===== config.mk =====
export PLATFORM = sky130hd
export DESIGN_NAME = sram_resp_tracker
export DESIGN_NICKNAME = d
export VERILOG_FILES = /design/src/rtl/mycpu_pkg.sv /design/src/rtl/sram_resp_tracker_sat_counter.sv /design/src/rtl/sram_resp_tracker.sv
export SDC_FILE = /design/constraint.sdc
export NUM_CORES = 1
export LEC_CHECK = 0
export CELL_PAD_IN_SITES_DETAIL_PLACEMENT = 1
export CELL_PAD_IN_SITES_GLOBAL_PLACEMENT = 2
export CORE_UTILIZATION = 13
export DETAILED_ROUTE_END_ITERATION = 12
export HOLD_SLACK_MARGIN = 0.03
export PLACE_DENSITY = 0.75
export SLEW_MARGIN = 10
export SYNTH_ARGS = -nofsm -noshare
export SYNTH_HDL_FRONTEND = slang
export SYNTH_SLANG_ARGS = --single-unit

===== constraint.sdc =====
create_clock -name clk -period 2.6 [get_ports clk]
set_input_delay 0.52 -clock clk [delete_from_list [all_inputs] [get_ports clk]]
set_output_delay 0.52 -clock clk [all_outputs]
set_load 0.005 [all_outputs]

===== src/rtl/mycpu_pkg.sv =====
// mycpu_pkg
//   Shared constants and helpers for the SRAM-like channel logic in the core.
//   Contents:
//     SRAM_TRACKER_DEPTH_DEFAULT - default outstanding-request limit of a tracker
//     SRAM_TRACKER_DROP_W        - width of the dropped-response statistic
//     cnt_w(depth)               - bits needed to hold a count in 0..depth
package mycpu_pkg;

  localparam int SRAM_TRACKER_DEPTH_DEFAULT = 4;
  localparam int SRAM_TRACKER_DROP_W        = 16;

  // A count that can reach 'depth' itself needs one more code than depth-1.
  function automatic int cnt_w(input int depth);
    return $clog2(depth + 1);
  endfunction

endpackage


===== src/rtl/sram_resp_tracker_sat_counter.sv =====
// sat_counter
//   Saturating up-counter with synchronous clear. It sticks at all-ones
//   instead of wrapping, so a statistic never falls back to a small value.
// Parameters:
//   W        counter width
// Ports:
//   clk      in   clock
//   resetn   in   asynchronous active-low reset, clears the count
//   i_inc    in   add one this cycle (ignored once saturated)
//   i_clr    in   synchronous clear, wins over i_inc
//   o_count  out  current count
module sat_counter #(
  parameter int W = 16
) (
  input  logic         clk,
  input  logic         resetn,
  input  logic         i_inc,
  input  logic         i_clr,
  output logic [W-1:0] o_count
);

  logic [W-1:0] r_count;

  // Count register: clear has priority, and increments stop at all-ones.
  always_ff @(posedge clk or negedge resetn) begin
    if (!resetn) begin
      r_count <= '0;
    end else if (i_clr) begin
      r_count <= '0;
    end else if (i_inc && (r_count != {W{1'b1}})) begin
      r_count <= r_count + W'(1);
    end
  end

  assign o_count = r_count;

endmodule


===== src/rtl/sram_resp_tracker.sv =====
// sram_resp_tracker
//   Outstanding-request tracker and flush filter for one SRAM-like
//   request/response channel between a pipeline stage and the AXI bridge.
//   Counts accepted-but-unanswered requests, stops issuing at DEPTH, and
//   after a pipeline flush swallows the responses of requests that were in
//   flight so stale data never reaches the pipeline.
// Optional feature:
//   SRAM_TRACKER_STATS_EN - when defined, adds the drop_cnt port: a saturating
//   count of every discarded response (stale and protocol-error ones).
// Parameters:
//   DEPTH  maximum outstanding requests (1..15)
//   DW     read-data width
// Ports:
//   clk, resetn                 clock, asynchronous active-low reset
//   up_req                 in   request from the pipeline stage
//   up_addr_ok             out  address handshake toward the pipeline
//   up_data_ok             out  valid, non-stale response toward the pipeline
//   up_rdata               out  response data (pass-through)
//   sram_req               out  request toward the bridge
//   sram_addr_ok           in   bridge address handshake
//   sram_data_ok           in   bridge response strobe, in-order responses
//   sram_rdata             in   bridge response data
//   flush                  in   one-cycle pipeline flush
//   outstanding            out  in-flight request count
//   full                   out  outstanding == DEPTH
//   waiting                out  outstanding != 0
//   proto_err              out  sticky: response seen with nothing in flight
//   drop_cnt               out  discarded-response count (stats builds only)
module sram_resp_tracker
  import mycpu_pkg::*;
#(
  parameter  int DEPTH = SRAM_TRACKER_DEPTH_DEFAULT,
  parameter  int DW    = 32,
  localparam int CW    = cnt_w(DEPTH)
) (
  input  logic          clk,
  input  logic          resetn,
  input  logic          up_req,
  output logic          up_addr_ok,
  output logic          up_data_ok,
  output logic [DW-1:0] up_rdata,
  output logic          sram_req,
  input  logic          sram_addr_ok,
  input  logic          sram_data_ok,
  input  logic [DW-1:0] sram_rdata,
  input  logic          flush,
  output logic [CW-1:0] outstanding,
  output logic          full,
  output logic          waiting,
  output logic          proto_err
`ifdef SRAM_TRACKER_STATS_EN
  ,
  output logic [SRAM_TRACKER_DROP_W-1:0] drop_cnt
`endif
);

  logic [CW-1:0] r_outstanding;
  logic [CW-1:0] r_discard;
  logic          r_proto_err;

  logic          w_full;
  logic          w_busy;
  logic          w_issue;
  logic          w_retire;
  logic          w_forward;
  logic [CW-1:0] w_outstanding_next;
  logic [CW-1:0] w_discard_next;

  // full is decoded from the registered count only, so no combinational path
  // runs from sram_data_ok to sram_req.
  assign w_full   = (r_outstanding == CW'(DEPTH));
  assign w_busy   = (r_outstanding != '0);

  // No new request during flush: it belongs to the squashed instruction.
  assign sram_req   = up_req & ~w_full & ~flush;
  assign up_addr_ok = sram_addr_ok & sram_req;
  assign w_issue    = sram_req & sram_addr_ok;

  // A response with nothing in flight is a protocol error, not a retire.
  assign w_retire   = sram_data_ok & w_busy;

  // A response in the flush cycle itself is already stale, whatever discard
  // held before.
  assign w_forward  = w_retire & (r_discard == '0) & ~flush;

  assign up_data_ok = w_forward;
  assign up_rdata   = sram_rdata;

  assign outstanding = r_outstanding;
  assign full        = w_full;
  assign waiting     = w_busy;
  assign proto_err   = r_proto_err;

  // Next-state for both counters. On flush every request still in flight
  // after this cycle is stale; issue is blocked during flush, so that is
  // exactly outstanding - retire, which re-marks rather than accumulates.
  always_comb begin
    w_outstanding_next = r_outstanding + CW'(w_issue) - CW'(w_retire);
    w_discard_next     = r_discard;
    if (flush) begin
      w_discard_next = r_outstanding - CW'(w_retire);
    end else if (w_retire && (r_discard != '0)) begin
      w_discard_next = r_discard - CW'(1);
    end
  end

  // Tracking state: counts, stale marker and the sticky protocol-error flag.
  always_ff @(posedge clk or negedge resetn) begin
    if (!resetn) begin
      r_outstanding <= '0;
      r_discard     <= '0;
      r_proto_err   <= 1'b0;
    end else begin
      r_outstanding <= w_outstanding_next;
      r_discard     <= w_discard_next;
      if (sram_data_ok && !w_busy) begin
        r_proto_err <= 1'b1;
      end
    end
  end

`ifdef SRAM_TRACKER_STATS_EN
  // Every response the bridge delivers that is not forwarded is a drop,
  // including the ones that raise proto_err.
  logic w_drop;
  assign w_drop = sram_data_ok & ~w_forward;

  sat_counter #(
    .W(SRAM_TRACKER_DROP_W)
  ) u_drop_cnt (
    .clk     (clk),
    .resetn  (resetn),
    .i_inc   (w_drop),
    .i_clr   (1'b0),
    .o_count (drop_cnt)
  );
`else
  // Statistics build option off: no drop counter.
`endif

endmodule


==> impl_metrics.env, run 1 <==
export IMPL_outcome="completed"
export IMPL_ys_seq_area_frac=0.2385
export IMPL_start_kind="input pin"
export IMPL_drt_antenna_violating_nets=0
export IMPL_crit_start="up_req"
export IMPL_cts_clk_slew_worst_paths_ns=0.04
export IMPL_fmax_ghz=0.4123
export IMPL_vdd_ir_drop_max_uv=202.4
export IMPL_period_minus_slack_ns=2.425
export IMPL_worstRegToRegCells=9
export IMPL_cts_made_buffers=3
export IMPL_row_count=27
export IMPL_grt_start_max_net_pins=10
export IMPL_grt_busiest_layer="met2"
export IMPL_vias=458
export IMPL_min_path_type="flop to flop"
export IMPL_post_route_util=0.1479
export IMPL_grt_total_usage=0.05288
export IMPL_htreeDepth=1
export IMPL_hold_violations=0
export IMPL_worstSetupPathType="input pin to primary output"
export IMPL_tightest_slew_ns=0.3350
export IMPL_wl_mm=1.411
export IMPL_postCtsSetupBuffers=0
export IMPL_layout_drive_gt1_share=0.1884
export IMPL_clock_sinks=7
export IMPL_syn_nets=125
export IMPL_finalSetupViolCount=0
export IMPL_reg2reg_setup_slack_ns=0.33
export IMPL_cp_max_fo=2
export IMPL_ys_seq_elements=7
export IMPL_hpwl_mm=1.172
export IMPL_die_width_microns=77.17
export IMPL_dr_pass1_iters=2
export IMPL_synth_avg_cell_area_sq_um=9.181
export IMPL_start_util=0.1342
export IMPL_die_h_microns=77.17
export IMPL_skew_ns=0.002146
export IMPL_p_leak_nw=0.3395
export IMPL_overflow=0
export IMPL_min_from="proto_err"
export IMPL_maxCapViolCount=0
export IMPL_first_iter_violations=16
export IMPL_cts_resized=0
export IMPL_cp_required_ns=2.08
export IMPL_gp_congestion=0.6085
export IMPL_antenna_found_initial=0
export IMPL_dieArea_sq_um=5954
export IMPL_syn_to_final_growth_pct=10.22
export IMPL_grt_pass1_wl_mm=2.428
export IMPL_syn_instance_count=80
export IMPL_use_met2=0.08319
export IMPL_p_per_area_nw_per_um2=996.1
export IMPL_clkLatencyLatePin_ns=0.23
export IMPL_synth_cell_area_sq_um=734.5
export IMPL_final_common_cell="clkdlybuf4s50_1"
export IMPL_multi_input_area_sq_um=289.0
export IMPL_vias_per_cell=3.248
export IMPL_min_path_cells=1
export IMPL_cts_max_path_buffers=2
export IMPL_wl_per_cell_microns=10.01
export IMPL_seq_area_sq_um=175.2
export IMPL_use_met1=0.06505
export IMPL_rsz0062_at_grt="no"
export IMPL_ys_types=21
export IMPL_period_share=0.9329
export IMPL_drv_slew=0
export IMPL_core_area_sq_um=5473
export IMPL_pre_cts_ws_ns=-0.02435
export IMPL_port_buffers=14
export IMPL_end_kind="primary output"
export IMPL_cts_tree="done"
export IMPL_critPathArrivalTime_ns=1.91
export IMPL_yosys_warnings=0
export IMPL_fill_cells=653
export IMPL_relSlewSlack=0.7760
export IMPL_holdBufCountCts=0
export IMPL_met3_usage=0.01190
export IMPL_drc=0
export IMPL_final_cell_mix="clkdlybuf4s50_1 (13), inv_1 (9), dfrtp_1 (7)"
export IMPL_finalWorstSetupSlack_ns=0.1746
export IMPL_tns_ns=0
export IMPL_r2r_start="outstanding[2]"
export IMPL_fin_nets=115
export IMPL_antenna_cells=0
export IMPL_io_pin_count=79
export IMPL_grt_pass1_vias=494
export IMPL_cts_root_buf="clkbuf_8"
==> metrics by stage <==
stage | cells | total power (W) | area (sq um) | hold WS, ns
global placement | 137 | 0.0006281 | 749.5 | 0.4633
detailed placement | 137 | 0.0006484 | 749.5 | 0.4666
finish | 141 | 0.0008064 | 809.5 | 0.4702
global route | 141 | 0.0009011 | 809.5 | 0.5083
CTS | 141 | 0.0008115 | 794.5 | 0.4759
floorplan | 80 | 0.0004972 | 734.5 | 0.2244
==> where the power goes <==
| group | internal (W) | switching, W | leakage, nW |
|---|---|---|---|
| sequential | 0.000169 | 0.0000736 | 0.0798 |
| combinational | 0.000238 | 0.000172 | 0.237 |
| clock | 0.000106 | 0.0000485 | 0.0228 |
==> synth_stat cells <==
| master | count | share of area |
|---|---|---|
| or4_1 | 2 | 0.020 |
| o31ai_2 | 1 | 0.017 |
| nor2_1 | 1 | 0.0051 |
| ha_1 | 6 | 0.10 |
| o21bai_1 | 1 | 0.010 |
| a22oi_1 | 1 | 0.010 |
| o21ai_0 | 1 | 0.0068 |
| or3_2 | 1 | 0.010 |
| fa_1 | 1 | 0.027 |
| xnor2_1 | 3 | 0.036 |
| a31oi_1 | 1 | 0.0085 |
| and2_1 | 2 | 0.017 |
| a21oi_1 | 2 | 0.014 |
| nor3b_2 | 3 | 0.051 |
| o311ai_1 | 2 | 0.024 |
| buf_4 | 32 | 0.33 |
| buf_2 | 1 | 0.0068 |
| nand2_1 | 1 | 0.0051 |
| dfrtp_1 | 7 | 0.24 |
| inv_1 | 9 | 0.046 |
| nor2b_1 | 2 | 0.017 |
==> path summary, 6_finish.rpt <==
kind,to
setup / recovery,up_addr_ok
setup reg to reg,outstanding[2]
max in group asynchronous,outstanding[0]
hold reg to reg,proto_err
hold / removal,proto_err
min in group asynchronous,r_discard[1]
==> cell families after synthesis <==
logic type      synth area share
simple gates              0.1261
flops                     0.2385
xor+xnor                 0.03578
buf+inv                   0.3799
compound gates           0.09030
fa+ha+maj                 0.1295
==> area by class of cell <==
class	count	share of cell area
clock buffer	4	0.05564
inverter	9	0.04173
multi-input combinational	31	0.3570
sequential	7	0.2164
tap	72	0.1113
timing repair buffer	18	0.2179
==> critical path, cell delays in order <==
cell and delay (ns):
clkdlybuf4s50_1 0.45, nor3b_2 0.18, buf_4 0.14, and2_1 0.11, clkdlybuf4s50_1 0.50
==> state kept, by name, indices dropped and copies added, names as in the netlist <==
register and flops:
outstanding 3, proto_err 1, r_discard 3
==> metal layers <==
metal	up-vias	wire, microns
met2	21	643
met5	-	0
met4	0	31
li1	206	-
met1	226	603
met3	5	132
Note: power is estimated with default switching activity, not from simulation.
==> inputs of run 2 (changes only) <==
SLEW_MARGIN = not set   (was 10)
SYNTH_HIERARCHICAL = 1   (was not set)
==> results of run 2 <==
The final DEF is identical to that of run 1; final timing and power are the same.
Among the figures that moved: Yosys warning count 0 -> 6
==> inputs of run 3 (changes only) <==
CORE_ASPECT_RATIO = 1.1   (was not set)
==> run 3 against run 2 <==
  * Worst hold slack better by 0.0049 ns
  * Flip-flop and latch count stayed put
  * Non-clock buffer count stayed put
  * Count of clock-buffer cells in the layout is 1 lower
  * Combinational power is 3% higher
  * Maximum frequency is 3.5% lower
  * Critical path depth stayed put
  * Cell count is 2.1% higher
==> impl_metrics.env, run 3 <==
export IMPL_layout_drive_gt1_share=0.2029
export IMPL_start_kind="input pin"
export IMPL_wl_mm=1.479
export IMPL_drt_antenna_violating_nets=0
export IMPL_p_leak_nw=0.3331
export IMPL_cts_root_buf="clkbuf_8"
export IMPL_wl_per_cell_microns=10.27
export IMPL_vias_per_cell=3.104
export IMPL_yosys_warnings=6
export IMPL_ys_seq_elements=7
export IMPL_maxCapViolCount=0
export IMPL_skew_ns=0.002669
export IMPL_multi_input_area_sq_um=289.0
export IMPL_overflow=0
export IMPL_holdBufCountCts=0
export IMPL_antenna_cells=0
export IMPL_clock_power_share=0.191
export IMPL_clock_sinks=7
export IMPL_cts_max_path_buffers=2
export IMPL_synth_avg_cell_area_sq_um=9.181
export IMPL_fill_cells=658
export IMPL_drv_slew=0
export IMPL_end_kind="primary output"
export IMPL_gp_congestion=0.6845
export IMPL_crit_start="flush"
export IMPL_finalSetupViolCount=0
export IMPL_fin_area_sq_um=812.0
export IMPL_outcome="completed"
export IMPL_tightest_slew_ns=0.3304
export IMPL_period_minus_slack_ns=2.514
export IMPL_start_util=0.1361
export IMPL_min_from="proto_err"
export IMPL_worstSetupPathType="input pin to primary output"
export IMPL_min_path_type="flop to flop"
export IMPL_cts_made_buffers=3
export IMPL_synth_common_cells="buf_4 (32), inv_1 (9), dfrtp_1 (7), ha_1 (6)"
export IMPL_critPathArrivalTime_ns=1.99
export IMPL_syn_instance_count=80
export IMPL_met3_usage=0.01861
export IMPL_yosysMostFrequentCell="buf_4"
export IMPL_use_met2=0.09725
export IMPL_die_h_microns=80.84
export IMPL_power_frac_seq=0.296
export IMPL_fin_nets=115
export IMPL_core_area_sq_um=5395
export IMPL_yosysTopAreaCell="buf_4"
export IMPL_ys_flop_type="dfrtp_1"
export IMPL_seq_area_sq_um=175.2
export IMPL_final_cell_mix="clkdlybuf4s50_1 (14), inv_1 (9), dfrtp_1 (7)"
export IMPL_ys_seq_area_frac=0.2385
export IMPL_relSlewSlack=0.7790
export IMPL_fmax_ghz=0.3978
export IMPL_async_reset_ff_frac=1.000
export IMPL_vias=447
export IMPL_vdd_ir_drop_max_uv=169.4
export IMPL_synth_cell_area_sq_um=734.5
export IMPL_ys_types=21
export IMPL_first_iter_violations=11
export IMPL_cts_clk_slew_worst_paths_ns=0.04
export IMPL_p_int_w=0.0005149
export IMPL_grt_start_max_net_pins=10
export IMPL_hpwl_mm=1.211
export IMPL_row_count=28
export IMPL_net_switching_power_w=0.0003068
export IMPL_hold_violations=0
export IMPL_htreeDepth=1
export IMPL_post_dp_cell_area_sq_um=753.2
export IMPL_grt_pass1_vias=530
export IMPL_power_total_w=0.0008218
export IMPL_cts_tree="done"
export IMPL_synth_area_leaders="buf_4 (33%), dfrtp_1 (24%), ha_1 (10%)"
export IMPL_io_pin_count=79
export IMPL_grt_total_usage=0.05538
export IMPL_grt_busiest_layer="met2"
export IMPL_final_common_cell="clkdlybuf4s50_1"
export IMPL_r2r_start="outstanding[0]"
export IMPL_antenna_found_initial=0
export IMPL_drc=0
export IMPL_sw_frac_of_total=0.3734
export IMPL_syn_to_final_growth_pct=10.56
export IMPL_synth_edff_count=0
export IMPL_port_buffers=14
export IMPL_use_met1=0.05299
export IMPL_grt_pass1_wl_mm=2.401
export IMPL_cp_max_fo=9
export IMPL_cp_required_ns=2.08
export IMPL_combPwrFrac=0.513
export IMPL_p_per_area_nw_per_um2=1012
export IMPL_dieArea_sq_um=5955
export IMPL_die_width_microns=73.67
export IMPL_syn_nets=125
export IMPL_synth_top_area_share=0.3271
export IMPL_period_share=0.9668
export IMPL_clkLatencyLatePin_ns=0.23
export IMPL_dr_pass1_iters=4
[run 3: timing repair]
| action | CTS | global route |
|---|---|---|
| endpoints found under the setup margin | 0 | 1 |
| buffers inserted | 0 | 0 |
| endpoints found under the hold margin | 0 | 0 |
| resized for setup | 0 | 3 |
[run 3: power by group through the flow]
stage,registers (W),clock network [W],logic [W]
2_1_floorplan,0.000225,0,0.000272
3_3_place_gp,0.000241,0,0.000393
3_5_place_dp,0.000244,0,0.000423
4_1_cts,0.000242,0.000162,0.000425
5_1_grt,0.000255,0.000167,0.000470
6_report,0.000243,0.000157,0.000422
[run 3: path summary, 6_finish.rpt]
path                       cells after the start  slack [ns]        endpoint
max                                            5        0.09      up_data_ok
min reg2reg                                    1        0.48       proto_err
max in group asynchronous                      1        1.80    r_discard[0]
min in group asynchronous                      1        0.55  outstanding[2]
min                                            1        0.48       proto_err
max reg2reg                                    8        0.33  outstanding[2]
[run 3: layout make-up]
class	instances	share of cell area
Multi-Input combinational cell	31	0.3559
Clock inverter	1	0.006163
Inverter	9	0.04160
Timing Repair Buffer	18	0.2142
Sequential cell	7	0.2157
Clock buffer	3	0.05085
Tap cell	75	0.1156
[run 3: metrics by stage]
stage	hold slack, ns	std cells	setup slack [ns]	util	TNS, ns
final	0.4751	144	0.08626	0.1505	0
after global routing	0.4940	144	-0.01103	0.1505	-0.01103
after CTS	0.4793	144	0.01716	0.1482	0
after detailed placement	0.4695	140	0.007941	0.1396	0
after global placement	0.4642	140	0.04585	0.1396	0
after floorplan	0.2244	80	0.3866	-	0
[run 3: cell families (layout without fill, tap and decap cells)]
kind of cell	count (synthesis)	after routing	synth area share
flops	7	7	0.2385
fa+ha+maj	7	7	0.1295
compound gates	9	9	0.09030
simple gates	12	12	0.1261
xor+xnor	3	3	0.03578
buf+inv	42	31	0.3799
[run 3: critical path, stage by stage]
cell	delay (ns)
clkdlybuf4s50_1	0.45
buf_6	0.16
nor3b_4	0.20
and2_4	0.17
clkdlybuf4s50_1	0.50
[run 3: metal layers]
| layer | vias to the layer above | share of wire |
|---|---|---|
| met3 | 4 | 0.081 |
| met5 | - | 0 |
| met2 | 13 | 0.53 |
| met4 | 0 | 0.016 |
| met1 | 222 | 0.37 |
| li1 | 208 | - |
